===== src/rtl/blue_sequencer.sv =====
// blue_sequencer: fetch/decode/execute controller for the blue datapath.
// Holds PC, IR, operand registers RA/RB and the latched {Z,N,C} flags,
// fetches program words over a req/valid handshake and steers the datapath.
module blue_sequencer (
  input  logic        clk,
  input  logic        reset_n,
  input  logic        start,
  output logic [7:0]  instr_addr,
  output logic        instr_req,
  input  logic [15:0] instr_data,
  input  logic        instr_valid,
  output logic [15:0] opCode,
  output logic [15:0] A_out,
  output logic [15:0] B_out,
  input  logic [15:0] A_res,
  input  logic [15:0] B_res,
  input  logic [2:0]  ZNC_in,
  output logic [2:0]  flags,
  output logic        busy,
  output logic        halted
);

  typedef enum logic [2:0] {
    IDLE   = 3'd0,
    FETCH  = 3'd1,
    DECODE = 3'd2,
    EXEC   = 3'd3,
    IMM    = 3'd4,
    HALT   = 3'd5
  } state_t;

  state_t      state_q, state_d;
  logic [7:0]  pc_q, pc_d;
  logic [15:0] ir_q, ir_d;
  logic [15:0] ra_q, ra_d;
  logic [15:0] rb_q, rb_d;
  logic [2:0]  flags_q, flags_d;
  logic        branchTaken;

  // A branch is taken unconditionally for an empty mask, otherwise when any
  // masked bit is set in the latched flags (never the live datapath flags).
  assign branchTaken = (ir_q[12:10] == 3'b000) || ((ir_q[12:10] & flags_q) != 3'b000);

  // State and architectural registers; reset clears everything immediately.
  always_ff @(posedge clk or negedge reset_n) begin
    if (!reset_n) begin
      state_q <= IDLE;
      pc_q    <= 8'h00;
      ir_q    <= 16'h0000;
      ra_q    <= 16'h0000;
      rb_q    <= 16'h0000;
      flags_q <= 3'b000;
    end else begin
      state_q <= state_d;
      pc_q    <= pc_d;
      ir_q    <= ir_d;
      ra_q    <= ra_d;
      rb_q    <= rb_d;
      flags_q <= flags_d;
    end
  end

  // Next-state and register-update logic; everything holds unless a state acts.
  always_comb begin
    state_d = state_q;
    pc_d    = pc_q;
    ir_d    = ir_q;
    ra_d    = ra_q;
    rb_d    = rb_q;
    flags_d = flags_q;
    unique case (state_q)
      IDLE, HALT: begin
        if (start) begin
          pc_d    = 8'h00;
          state_d = FETCH;
        end
      end
      FETCH: begin
        if (instr_valid) begin
          ir_d    = instr_data;
          pc_d    = pc_q + 8'd1;
          state_d = DECODE;
        end
      end
      DECODE: begin
        unique case (ir_q[15:14])
          2'b00: state_d = EXEC;
          2'b01: state_d = IMM;
          2'b10: begin
            if (branchTaken) begin
              pc_d = ir_q[7:0];
            end
            state_d = FETCH;
          end
          default: state_d = HALT;
        endcase
      end
      EXEC: begin
        ra_d    = A_res;
        if (ir_q[13]) begin
          rb_d = B_res;
        end
        flags_d = ZNC_in;
        state_d = FETCH;
      end
      IMM: begin
        if (instr_valid) begin
          pc_d = pc_q + 8'd1;
          if (ir_q[13]) begin
            rb_d = instr_data;
          end else begin
            ra_d = instr_data;
          end
          state_d = FETCH;
        end
      end
      default: state_d = IDLE;
    endcase
  end

  assign instr_addr = pc_q;
  assign instr_req  = (state_q == FETCH) || (state_q == IMM);
  assign opCode     = (state_q == EXEC) ? ir_q : 16'h0000;
  assign A_out      = ra_q;
  assign B_out      = rb_q;
  assign flags      = flags_q;
  assign busy       = (state_q != IDLE) && (state_q != HALT);
  assign halted     = (state_q == HALT);

endmodule


===== config.mk =====
export PLATFORM = sky130hd
export DESIGN_NAME = blue_sequencer
export DESIGN_NICKNAME = d
export VERILOG_FILES = /design/src/rtl/blue_sequencer.sv
export SDC_FILE = /design/constraint.sdc
export NUM_CORES = 1
export LEC_CHECK = 0
export ABC_AREA = 1
export CAP_MARGIN = 20
export CORE_ASPECT_RATIO = 1.5
export CORE_UTILIZATION = 35
export DETAILED_ROUTE_END_ITERATION = 7
export PLACE_DENSITY = 0.65
export SYNTH_ARGS = -nofsm -noshare
export SYNTH_HDL_FRONTEND = slang
export SYNTH_SLANG_ARGS = --single-unit

===== constraint.sdc =====
create_clock -name clk -period 3.7 [get_ports clk]
set_input_delay 0.37 -clock clk [delete_from_list [all_inputs] [get_ports clk]]
set_output_delay 0.37 -clock clk [all_outputs]
set_load 0.005 [all_outputs]

==> impl_metrics.json, run 1 <==
{
  "status": "finished, final reports clean",
  "required_ps": 3330,
  "r2r_end": "B_out[12]$_DFFE_PN0P_",
  "grt_pass1_wl_um": 14860,
  "tritoncts": "built",
  "grt.overflow.total": 0,
  "drt_pre_antenna_iters": 4,
  "routed_wl_um": 9159,
  "antenna_cells": 0,
  "finalSetupViolations": 0,
  "synth-edff-count": 0,
  "synth.most_common_cell": "nand2_1",
  "drive_gt1_share_pct": 7.282,
  "wl_per_cell_um": 13.61,
  "synth-xor-area-share_pct": 0,
  "slew_viol_final": 0,
  "reg2reg_depth": 5,
  "yosys.cell_types.count": 26,
  "yosys-top-cells-count": "165 x nand2_1, 62 x dfrtp_1, 60 x inv_1, 40 x nor2_1, 23 x o21ai_1",
  "yosys_most_used_dff": "dfrtp_1",
  "grt_usage_pct": 20.59,
  "worst_pin_slew_ps": 815.9,
  "synth_seq_area_share_pct": 47.95,
  "rows": 42,
  "p_total_mw": 3.808,
  "synthArstFlopShare_pct": 100.0,
  "numCtsBuffers": 9,
  "clock-sinks": 62,
  "syn_area_per_cell_um2": 7.320,
  "nets": 614,
  "max_freq_ghz": 0.3712,
  "syn_nets": 498,
  "die-area_um2": 9641,
  "drtIter0Drc": 210,
  "end_kind": "output pin",
  "dpl.hpwl_um": 6917,
  "synth_top_family_by_area": "simple AND/OR/NAND/NOR gates",
  "synthMuxAreaShare_pct": 1.044,
  "grt_pass1_vias": 2976,
  "die_w_um": 80.51,
  "clk_latency_ps": 330,
  "clk_path_buf_depth": 2,
  "clk_pin_slew_ps": 60,
  "viasPerCell": 4.599,
  "ios": 117,
  "finalCritPeriodShare_pct": 72.80,
  "ir_drop_mv": 0.3410,
  "total_leakage_power_nw": 2.480,
  "grt_setup_unrepaired": "false",
  "path_class": "reg -> out",
  "synth_top_area_cell": "dfrtp_1",
  "hold_viol": 0,
  "max_cap_viol_count": 0,
  "r2r-start": "state_q[2]$_DFFE_PN0P_",
  "root_buffer": "clkbuf_16",
  "initial_core_util_pct": 36.43,
  "synth_fa_ha_area_share_pct": 0.3867,
  "cp_max_fo": 20,
  "slew_headroom_pct": 45.45,
  "reg2reg_slack_ps": 1260,
  "power_density_nw_per_um2": 791.9,
  "synth_top_area_share_pct": 47.95,
  "fin_crit_ps": 2694,
  "drc_errors": 0,
  "synthToLayoutAreaGrowth_pct": 48.61,
  "synthCells": 442,
  "arrival_ps": 2320,
  "grt_max_degree": 51,
  "gp_congestion": 0.8750,
  "ys_ff_latch": 62,
  "fin_worst_skew_ps": 4.426,
  "antenna_found_initial": 0,
  "numPortBuffers": 116,
  "die_h_um": 119.8,
  "yosys.area_share.simple_pct": 30.20,
  "post-route-util_pct": 54.14,
  "drt.antenna.violating_nets": 0,
  "ys_warn_count": 0,
  "hold_class": "in -> async",
  "fin_setup_tns_ps": 0,
  "h-tree-depth": 3,
  "ctsResizeCount": 0,
  "synth_compound_area_share_pct": 10.25,
  "synth_area_um2": 3236,
  "vias": 3095,
  "netlist_top_cells_area": "dfrtp_1 48%, nand2_1 19%, inv_1 7.0%",
  "core_area_um2": 8881,
  "start_kind": "flop"
}
## through the flow
stage / std cells / cell area (um2) / worst slack [ps] / hold slack (ps)
5_1_grt: 673 / 4808 / 798.4 / 516.4
6_report: 673 / 4808 / 1006 / 495.7
3_5_place_dp: 655 / 4454 / 1250 / 478.3
4_1_cts: 671 / 4778 / 1002 / 295.0
3_3_place_gp: 655 / 4454 / 1417 / 469.9
2_1_floorplan: 442 / 3236 / 2260 / 74.41
## report_power, final
group | switching (mW) | internal (mW)
logic | 0.904 | 0.818
clock network | 0.310 | 0.590
registers | 0.202 | 0.985
## registers in the layout, indices dropped and copies added, names as in the netlist
name        flops
flags           3
B_out          16
A_out          16
instr_addr      8
ir_q           16
state_q         3
## per-layer routing
| layer | global-route usage [%] | vias to the layer above | share of wire [%] |
|---|---|---|---|
| met2 | 34.64 | 101 | 51 |
| li1 | - | 1575 | - |
| met1 | 25.46 | 1404 | 41 |
| met4 | 6.808 | 0 | 1.6 |
| met5 | 0 | - | 0 |
| met3 | 4.943 | 15 | 6.2 |
## layout make-up
cell class	count	area (um2)
fill	857	4073
sequential	62	1551
multi-input combinational	302	1355
timing repair buffer	120	1201
inverter	63	239.0
clock buffer	9	225.2
tap	110	137.6
clock inverter	7	98.84
## logic make-up after synthesis
logic type	Yosys count
AOI/OAI and AO/OA	62
adders and majority gates	1
buffers and inverters	78
DFF	62
muxes	3
and+or+nand+nor	236
## worst max-delay path, stage by stage, from the launching register on
cell	delay, ps
dfrtp_1	430
inv_2	140
nand3_1	570
nor2_1	310
clkdlybuf4s50_1	540
## layout by cell type (no fill, tap or decap), drive strengths merged, types with 2 or more instances in the layout
cell / synthesis / routed
dfrtp: 62 / 62
a21oi: 19 / 19
mux2: 3 / 3
nand2: 172 / 172
clkinvlp: 0 / 4
inv: 63 / 63
bufinv: 0 / 2
nand3: 18 / 18
nor2: 43 / 43
o21bai: 2 / 2
buf: 14 / 4
o21ai: 40 / 40
clkbuf: 1 / 9
clkdlybuf4s50: 0 / 115
## worst max path at each step
stage | start | to | cells past startpoint | slack, ps
6_report | state_q[2]$_DFFE_PN0P_ | opCode[6] | 4 | 1010
5_1_grt | state_q[2]$_DFFE_PN0P_ | opCode[14] | 4 | 800
4_1_cts | state_q[2]$_DFFE_PN0P_ | opCode[6] | 4 | 1000
3_5_place_dp | state_q[2]$_DFFE_PN0P_ | B_out[12]$_DFFE_PN0P_ | 5 | 1250
3_3_place_gp | state_q[2]$_DFFE_PN0P_ | B_out[12]$_DFFE_PN0P_ | 5 | 1420
2_1_floorplan | state_q[2]$_DFFE_PN0P_ | opCode[10] | 5 | 2260
## repair_timing
| action | CTS | global route |
|---|---|---|
| hold buffers | 0 | 1 |
| endpoints found under the hold margin | 0 | 15 |
| buffers inserted | 0 | 0 |
Note: power is estimated with default switching activity, not from simulation.
==> run 2: changes to the inputs <==
==> constraint.sdc (replaced) <==
create_clock -name clk -period 2.6 [get_ports clk]
set_input_delay 0.26 -clock clk [delete_from_list [all_inputs] [get_ports clk]]
set_output_delay 0.26 -clock clk [all_outputs]
set_load 0.005 [all_outputs]
==> run 2 against run 1 <==
- sequential share of layout area is 0.38 points higher
- die area unchanged
- count of clock-buffer cells in the layout rose by 2
==> impl_metrics.json, run 2 (synthesis results as in run 1) <==
{
  "ios": 117,
  "wl_per_cell_um": 13.85,
  "start_kind": "flop",
  "clk_pin_slew_ps": 50,
  "drt_pre_antenna_iters": 4,
  "required_ps": 2340,
  "max_cap_viol_count": 0,
  "grt_pass1_vias": 3129,
  "p_switching_mw": 1.968,
  "gp_congestion": 0.8817,
  "hold_viol": 0,
  "power_density_nw_per_um2": 1114,
  "core_area_um2": 8881,
  "switching_share_pct": 37.19,
  "die-area_um2": 9641,
  "power_frac_clock_pct": 21.9,
  "grt_setup_unrepaired": "false",
  "layout_common_cells": "165 x nand2_1, 115 x clkdlybuf4s50_1, 62 x dfrtp_1, 60 x inv_1, 40 x nor2_1",
  "tritoncts": "built",
  "end_kind": "output pin",
  "fin_crit_ps": 2289,
  "seqPwrFrac_pct": 32.1,
  "path_class": "reg -> out",
  "arrival_ps": 2030,
  "grt_max_degree": 63,
  "rows": 42,
  "slew_headroom_pct": 47.36,
  "clk_path_buf_depth": 2,
  "final_common_cell": "nand2_1",
  "drtIter0Drc": 172,
  "clock-sinks": 62,
  "postCtsSetupBuffers": 0,
  "drt.antenna.violating_nets": 0,
  "grt_usage_pct": 20.69,
  "hold_class": "in -> async",
  "antenna_found_initial": 0,
  "dpl_cell_area_um2": 4462,
  "clk_latency_ps": 330,
  "cts_hold_buf": 0,
  "nets": 613,
  "worst_pin_slew_ps": 789.6,
  "antenna_cells": 0,
  "combPwrFrac_pct": 46.1,
  "holdWs_ps": 100.9,
  "dpl.hpwl_um": 7137,
  "die_w_um": 80.51,
  "internal-power_mw": 3.324,
  "fin_setup_tns_ps": 0,
  "drive_gt1_share_pct": 6.952,
  "finalCritPeriodShare_pct": 88.03,
  "total_leakage_power_nw": 2.468,
  "grt.overflow.total": 0,
  "r2r-start": "state_q[1]$_DFFE_PN0P_",
  "design_area_um2": 4752,
  "finalSetupViolations": 0,
  "r2r_end": "B_out[12]$_DFFE_PN0P_",
  "p_total_mw": 5.292,
  "seqCellArea_um2": 1551,
  "cp_max_fo": 36,
  "viasPerCell": 4.624,
  "vias": 3103,
  "ir_drop_mv": 0.4872,
  "slew_viol_final": 0,
  "root_buffer": "clkbuf_16",
  "drc_errors": 0,
  "ctsResizeCount": 0,
  "multi_input_area_um2": 1355,
  "reg2reg_depth": 5,
  "numPortBuffers": 116,
  "fin_worst_skew_ps": 2.761,
  "synthToLayoutAreaGrowth_pct": 46.87,
  "h-tree-depth": 3,
  "initial_core_util_pct": 36.43,
  "num-fill-cells": 844,
  "status": "finished, final reports clean",
  "die_h_um": 119.8,
  "reg2reg_slack_ps": 560,
  "max_freq_ghz": 0.4369,
  "numCtsBuffers": 9,
  "routed_wl_um": 9292,
  "grt_pass1_wl_um": 14770
}
run 2: layer usage:
metal	vias up	share of wire [%]	GRT usage [%]
met5	-	0	0
met4	0	3.1	9.710
met3	23	6.0	4.715
met2	105	51	35.22
met1	1394	40	24.09
li1	1581	-	-
run 2: power groups by stage:
stage                     Clock [mW]  Sequential, mW  Combinational, mW
after floorplan                    0            1.66               1.34
after global placement             0            1.69               2.40
after detailed placement           0            1.70               2.47
after CTS                       1.19            1.70               2.48
after global routing            1.23            1.74               2.73
final                           1.16            1.70               2.44
run 2: worst max-delay path: stages, from the launching register on:
cell and delay, ps:
dfrtp_1 440, nor2_2 210, nand2_4 270, nand2_4 240, clkdlybuf4s50_1 520
run 2: worst max-delay path by stage:
stage / startpoint / to / slack [ps] / depth (start not counted)
CTS: state_q[1]$_DFFE_PN0P_ / instr_req / 280 / 4
global placement: state_q[1]$_DFFE_PN0P_ / B_out[12]$_DFFE_PN0P_ / 680 / 5
finish: state_q[1]$_DFFE_PN0P_ / instr_req / 310 / 4
floorplan: state_q[1]$_DFFE_PN0P_ / B_out[12]$_DFFE_PN0P_ / 1250 / 7
detailed placement: state_q[1]$_DFFE_PN0P_ / B_out[12]$_DFFE_PN0P_ / 560 / 5
global route: state_q[1]$_DFFE_PN0P_ / instr_req / 200 / 4
run 2: cell type report:
type,instances,area share [%]
Sequential cell,62,32.65
Multi-Input combinational cell,302,28.52
Timing Repair Buffer,119,24.80
Clock buffer,11,5.108
Inverter,63,5.029
Tap cell,110,2.896
Clock inverter,4,1.001
run 2: metrics by stage:
step,std cells,util (%),worst slack (ps)
2_1_floorplan,442,-,1254
3_3_place_gp,656,50.24,675.4
3_5_place_dp,656,50.24,563.7
4_1_cts,671,53.51,284.7
5_1_grt,671,53.51,199.1
6_report,671,53.51,311.2
